**src/rtl/rob_unit.sv**
```systemverilog
// Reorder buffer: hands out tags in program order, answers operand queries with a writeback bypass,
// broadcasts writebacks one cycle later, commits in order and flushes when a mispredicted branch commits.
module rob_unit #(
  parameter int ROB_SIZE = 16,
  parameter int TAG_W    = 4,
  parameter int DATA_W   = 32,
  parameter int REG_W    = 5
) (
  input  logic              clk,
  input  logic              rst,
  input  logic              rdy,
  input  logic              in_decode_valid,
  input  logic [REG_W-1:0]  in_decode_rd,
  input  logic [DATA_W-1:0] in_decode_pc,
  output logic [TAG_W-1:0]  out_alloc_tag,
  output logic              out_full,
  input  logic [TAG_W-1:0]  in_query_tag_rs1,
  input  logic [TAG_W-1:0]  in_query_tag_rs2,
  output logic              out_ready_rs1,
  output logic              out_ready_rs2,
  output logic [DATA_W-1:0] out_value_rs1,
  output logic [DATA_W-1:0] out_value_rs2,
  input  logic              in_alu_valid,
  input  logic [TAG_W-1:0]  in_alu_tag,
  input  logic [DATA_W-1:0] in_alu_value,
  input  logic              in_alu_mispredict,
  input  logic [DATA_W-1:0] in_alu_target,
  output logic [TAG_W-1:0]  out_update_tag,
  output logic [DATA_W-1:0] out_update_value,
  output logic              out_commit_valid,
  output logic [TAG_W-1:0]  out_commit_tag,
  output logic [REG_W-1:0]  out_commit_rd,
  output logic [DATA_W-1:0] out_commit_value,
  output logic              out_flush,
  output logic [DATA_W-1:0] out_flush_pc
);
  localparam logic [TAG_W-1:0] FIRST_TAG = TAG_W'(1);
  localparam logic [TAG_W-1:0] LAST_TAG  = TAG_W'(ROB_SIZE - 1);

  logic [ROB_SIZE-1:0] busy_q, busy_d, ready_q, ready_d, misp_q, misp_d;
  logic [REG_W-1:0]    rd_q     [ROB_SIZE];
  logic [REG_W-1:0]    rd_d     [ROB_SIZE];
  logic [DATA_W-1:0]   pc_q     [ROB_SIZE];
  logic [DATA_W-1:0]   pc_d     [ROB_SIZE];
  logic [DATA_W-1:0]   value_q  [ROB_SIZE];
  logic [DATA_W-1:0]   value_d  [ROB_SIZE];
  logic [DATA_W-1:0]   target_q [ROB_SIZE];
  logic [DATA_W-1:0]   target_d [ROB_SIZE];
  logic [TAG_W-1:0]    head_q, head_d, tail_q, tail_d, count_q, count_d;

  logic [TAG_W-1:0]    update_tag_q, update_tag_d, commit_tag_q, commit_tag_d;
  logic [DATA_W-1:0]   update_value_q, update_value_d, commit_value_q, commit_value_d;
  logic [DATA_W-1:0]   flush_pc_q, flush_pc_d;
  logic [REG_W-1:0]    commit_rd_q, commit_rd_d;
  logic                commit_valid_q, commit_valid_d, flush_q, flush_d;

  logic do_alloc, do_wb, do_commit, do_flush;

  function automatic logic [TAG_W-1:0] next_tag(input logic [TAG_W-1:0] t);
    return (t == LAST_TAG) ? FIRST_TAG : t + FIRST_TAG;
  endfunction

  assign out_full      = (count_q == LAST_TAG);
  assign out_alloc_tag = out_full ? '0 : tail_q;
  assign do_alloc      = in_decode_valid && !out_full;
  assign do_wb         = in_alu_valid && (in_alu_tag != '0) && busy_q[in_alu_tag];
  // Commit looks only at registered readiness; a same-cycle writeback waits one cycle.
  assign do_commit     = (count_q != '0) && ready_q[head_q];
  assign do_flush      = do_commit && misp_q[head_q];

  logic [TAG_W-1:0]  q_tag   [2];
  logic [1:0]        q_ready;
  logic [DATA_W-1:0] q_value [2];

  assign q_tag[0] = in_query_tag_rs1;
  assign q_tag[1] = in_query_tag_rs2;

  genvar gi;
  generate
    for (gi = 0; gi < 2; gi++) begin : g_query
      logic hit_wb;
      assign hit_wb       = in_alu_valid && (in_alu_tag == q_tag[gi]);
      assign q_ready[gi]  = (q_tag[gi] != '0) && busy_q[q_tag[gi]] && (ready_q[q_tag[gi]] || hit_wb);
      assign q_value[gi]  = hit_wb ? in_alu_value : value_q[q_tag[gi]];
    end
  endgenerate

  assign out_ready_rs1 = q_ready[0];
  assign out_ready_rs2 = q_ready[1];
  assign out_value_rs1 = q_value[0];
  assign out_value_rs2 = q_value[1];

  always_comb begin
    busy_d   = busy_q;
    ready_d  = ready_q;
    misp_d   = misp_q;
    rd_d     = rd_q;
    pc_d     = pc_q;
    value_d  = value_q;
    target_d = target_q;
    head_d   = head_q;
    tail_d   = tail_q;
    if (do_wb) begin
      ready_d[in_alu_tag]  = 1'b1;
      value_d[in_alu_tag]  = in_alu_value;
      misp_d[in_alu_tag]   = in_alu_mispredict;
      target_d[in_alu_tag] = in_alu_target;
    end
    if (do_alloc) begin
      busy_d[tail_q]  = 1'b1;
      ready_d[tail_q] = 1'b0;
      rd_d[tail_q]    = in_decode_rd;
      pc_d[tail_q]    = in_decode_pc;
      tail_d          = next_tag(tail_q);
    end
    if (do_commit) begin
      busy_d[head_q]  = 1'b0;
      ready_d[head_q] = 1'b0;
      head_d          = next_tag(head_q);
    end
    count_d = count_q + TAG_W'(do_alloc) - TAG_W'(do_commit);
    if (do_flush) begin
      busy_d  = '0;
      ready_d = '0;
      head_d  = FIRST_TAG;
      tail_d  = FIRST_TAG;
      count_d = '0;
    end
  end

  always_comb begin
    update_tag_d   = (do_wb && !do_flush) ? in_alu_tag : '0;
    update_value_d = (do_wb && !do_flush) ? in_alu_value : '0;
    commit_valid_d = do_commit;
    commit_tag_d   = do_commit ? head_q : '0;
    commit_rd_d    = do_commit ? rd_q[head_q] : '0;
    commit_value_d = do_commit ? value_q[head_q] : '0;
    flush_d        = do_flush;
    flush_pc_d     = do_flush ? target_q[head_q] : '0;
  end

  always_ff @(posedge clk) begin
    if (rst) begin
      busy_q         <= '0;
      ready_q        <= '0;
      misp_q         <= '0;
      head_q         <= FIRST_TAG;
      tail_q         <= FIRST_TAG;
      count_q        <= '0;
      update_tag_q   <= '0;
      update_value_q <= '0;
      commit_valid_q <= 1'b0;
      commit_tag_q   <= '0;
      commit_rd_q    <= '0;
      commit_value_q <= '0;
      flush_q        <= 1'b0;
      flush_pc_q     <= '0;
    end else if (rdy) begin
      busy_q         <= busy_d;
      ready_q        <= ready_d;
      misp_q         <= misp_d;
      head_q         <= head_d;
      tail_q         <= tail_d;
      count_q        <= count_d;
      update_tag_q   <= update_tag_d;
      update_value_q <= update_value_d;
      commit_valid_q <= commit_valid_d;
      commit_tag_q   <= commit_tag_d;
      commit_rd_q    <= commit_rd_d;
      commit_value_q <= commit_value_d;
      flush_q        <= flush_d;
      flush_pc_q     <= flush_pc_d;
    end
  end

  // Entry payload is only meaningful while busy, so it needs no reset.
  always_ff @(posedge clk) begin
    if (!rst && rdy) begin
      rd_q     <= rd_d;
      pc_q     <= pc_d;
      value_q  <= value_d;
      target_q <= target_d;
    end
  end

  assign out_update_tag   = update_tag_q;
  assign out_update_value = update_value_q;
  assign out_commit_valid = commit_valid_q;
  assign out_commit_tag   = commit_tag_q;
  assign out_commit_rd    = commit_rd_q;
  assign out_commit_value = commit_value_q;
  assign out_flush        = flush_q;
  assign out_flush_pc     = flush_pc_q;
endmodule

```
**config.mk**
```make
export PLATFORM = sky130hd
export DESIGN_NAME = rob_unit
export DESIGN_NICKNAME = d
export VERILOG_FILES = /design/src/rtl/rob_unit.sv
export SDC_FILE = /design/constraint.sdc
export NUM_CORES = 2
export LEC_CHECK = 0
export BUFFER_PORTS_ARGS = -buffer_cell sky130_fd_sc_hd__buf_2
export CORE_UTILIZATION = 65
export CTS_CLUSTER_SIZE = 14
export DETAILED_ROUTE_END_ITERATION = 16
export MAX_ROUTING_LAYER = met4
export PLACE_DENSITY_LB_ADDON = 0.2
export SYNTH_ARGS = -nofsm -noshare
export SYNTH_HDL_FRONTEND = slang
export SYNTH_SLANG_ARGS = --single-unit
```
**constraint.sdc**
```tcl
create_clock -name clk -period 24.9 [get_ports clk]
set_input_delay 4.98 -clock clk [delete_from_list [all_inputs] [get_ports clk]]
set_output_delay 4.98 -clock clk [all_outputs]
set_load 0.01 [all_outputs]
```
==> impl_metrics.toml <==
[clock_tree]
cts_buffers = 131
clkLatencyLatePin_ns = 0.75
cts_tree = "done"
clock_sink_count = 1275
post_cts_buffers = 0
path_clk_slew_ns = 0.06
cts_hold_buf = 0
cts_root_buf = "clkbuf_16"
cts_max_level = 4
clockBufferDepth = 3
ctsResizeCount = 0

[power]
vdd_drop_max_uv = 80.6
p_per_area_mw_per_mm2 = 71.1
p_leak_nw = 21.2
p_int_mw = 3.61
p_sw_share_pct = 21.5
comb_power_share_pct = 5.0
clkPwrFrac_pct = 44.1
seqPwrFrac_pct = 50.9
switching_power_uw = 988

[timing]
fmaxAchievable_mhz = 71.0
rsz0062_at_grt = "false"
min_period_over_period_pct = 56.6
fin_skew_ns = 0.0270
setup_viol = 0
slew_headroom_pct = 11.2
drv_slew = 0
period_minus_slack_ns = 14.09
worst_slew_pin_slew_ns = 1.33
fin_tns_setup_ns = 0
hold_viol = 0

[worst_setup_path]
crit_required_ns = 19.92
r2r-start = "head_q[1]"
reg2reg_slack_ns = 20.16
rr_endpoint = "out_flush_pc[13]"
reg2reg_depth = 9
startpoint = "in_query_tag_rs1[0]"
start_kind = "input port"
worstPathMaxFanout = 48
critPathCaptureType = "primary output"
critical_path_class = "in -> out"
crit_end = "out_value_rs1[25]"
cp.arrival_ns = 9.11

[synth]
yosysWarnings = 0
ys_seq_elements = 1275
ys.flop_type = "edfxtp_1"
netlist-cell-type-count = 68
synth-edff-count = 1104
syn_area_per_cell_sq_um = 20.5
synth_cells = 2804
netlist_area_sq_mm = 0.0574
async_flop_share_pct = 0
yosysSeqAreaShare_pct = 63.7

[place]
port_buffers = 268
gp_congestion = 0.938
hpwl_mm = 81.1

[die]
die_area_sq_mm = 0.0896
ioPinCount = 301
core_area_sq_mm = 0.0872
row_count = 108
die_h_microns = 299
start_util_pct = 65.9
die-width_microns = 299

[route]
wl_per_cell_microns = 34.9
drcViolationCount = 0
via_count = 32630
wirelength_mm = 153
drt_iter0_markers = 3829
first_pass_iters = 6
postRouteAntennaNets = 0
avgViaCountPerCell = 7.45

[global_routing]
grt_max_degree = 174
track_usage_pct = 36.0
grt_pass1_vias = 33578
antenna_found_initial = 10
grt_pass1_wl_mm = 225
grt.overflow.total = 0

[cells_and_area]
fin_util_pct = 74.2
final_common_cell = "edfxtp_1"
n_fill_cell = 4861
nNetsFinal = 3239
mostFrequentLayoutCells = "edfxtp_1 (1104), mux4_2 (686), buf_2 (263), dfxtp_1 (167), clkbuf_16 (134)"
syn_to_final_growth_pct = 12.5
drive_above_1_share_pct = 40.7

[hold_path]
min_path_type = "reg -> reg"

[outcome]
status = "finished clean"

[flow_run]
max_cap_violations = 0
[logic make-up after synthesis]
kind of cell,Yosys count,synth area share [%]
XOR/XNOR,11,0.168
adder cells (fa/ha/maj),15,0.340
buffers and inverters,247,1.82
multiplexers,794,28.9
flip-flops,1275,63.7
AO/OA/AOI/OAI,228,3.09
other,1,0.00653
AND/OR/NAND/NOR,233,1.98
[per-layer routing]
layer,share of wire (%),vias to the layer above,wire length [microns],track usage [%]
met2,51,2243,77700,57.0
met1,35,17230,53100,46.3
met4,4.1,0,6270,15.0
li1,-,12749,-,-
met3,10,408,16000,7.41
met5,0,-,0,-
[worst min path at each step]
stage / to / slack [ns] / startpoint / cells past startpoint
floorplan: misp_q[12] / 0.43 / misp_q[12] / 2
global placement: out_commit_valid / 0.43 / out_commit_valid / 1
detailed placement: out_commit_valid / 0.44 / out_commit_valid / 1
CTS: out_commit_valid / 0.45 / out_commit_valid / 1
global route: out_commit_valid / 0.48 / out_commit_valid / 1
finish: out_commit_valid / 0.45 / out_commit_valid / 1
[power by group through the flow]
stage	logic, mW	clock network [mW]	registers [mW]
after floorplan	0.137	0	2.38
after global placement	0.219	0	2.38
after detailed placement	0.225	0	2.38
after CTS	0.226	2.04	2.34
after global routing	0.239	2.12	2.34
final	0.228	2.03	2.34
[flip-flops by register name, indices dropped and copies added (netlist names), 32 cells and up]
name / count
out_update_value: 32
value_q: 512
target_q: 512
out_flush_pc: 32
rd_q: 80
out_commit_value: 32
[cell type report]
class	instances	area (sq um)	area share [%]
Antenna cell	10	25.0	0.0387
Clock buffer	172	3600	5.56
Clock inverter	72	857	1.33
Inverter	25	95.1	0.147
Multi-Input combinational cell	1345	20200	31.2
Sequential cell	1275	36600	56.6
Tap cell	1155	1450	2.24
Timing Repair Buffer	327	1840	2.85
[synthesized netlist by cell type, types with 7 or more instances]
cell      number  share of area, %
mux2_2        69               1.4
mux4_2       686                27
a41oi_1        7              0.11
clkbuf_1     129              0.84
and3_1        14              0.15
nor2_1        68              0.44
a22o_1       109               1.7
buf_2         58              0.51
o21ai_0        7             0.061
nor2b_1        7             0.076
edfxtp_1    1104                58
nand3_1       19              0.17
ha_1          14              0.30
nor3_1        18              0.16
a31oi_1       14              0.15
buf_1         27              0.18
mux2i_1       38              0.66
nand2_1       60              0.39
a211oi_1       7             0.091
a21oi_1       36              0.31
inv_1         24              0.16
xor2_1         8              0.12
dfxtp_1      171               6.0
and2_1         7             0.076
nand4_1       11              0.12
[worst max-delay path: stages]
cell,delay [ns]
buf_8,0.46
buf_4,0.84
buf_4,0.89
xor2_1,0.23
nor4_4,0.26
buf_4,0.64
mux2_2,0.46
buf_2,0.15
[stage by stage]
stage	setup WS (ns)	hold WS, ns	instances	area [sq um]	total power [mW]
after global routing	10.46	0.477	4381	64600	4.70
after detailed placement	10.76	0.437	4127	60200	2.61
after CTS	10.76	0.450	4371	64600	4.61
final	10.81	0.447	4381	64600	4.59
after global placement	10.83	0.428	4127	60200	2.60
after floorplan	12.47	0.434	2867	57700	2.52
Power figures use the tool's default switching activity.
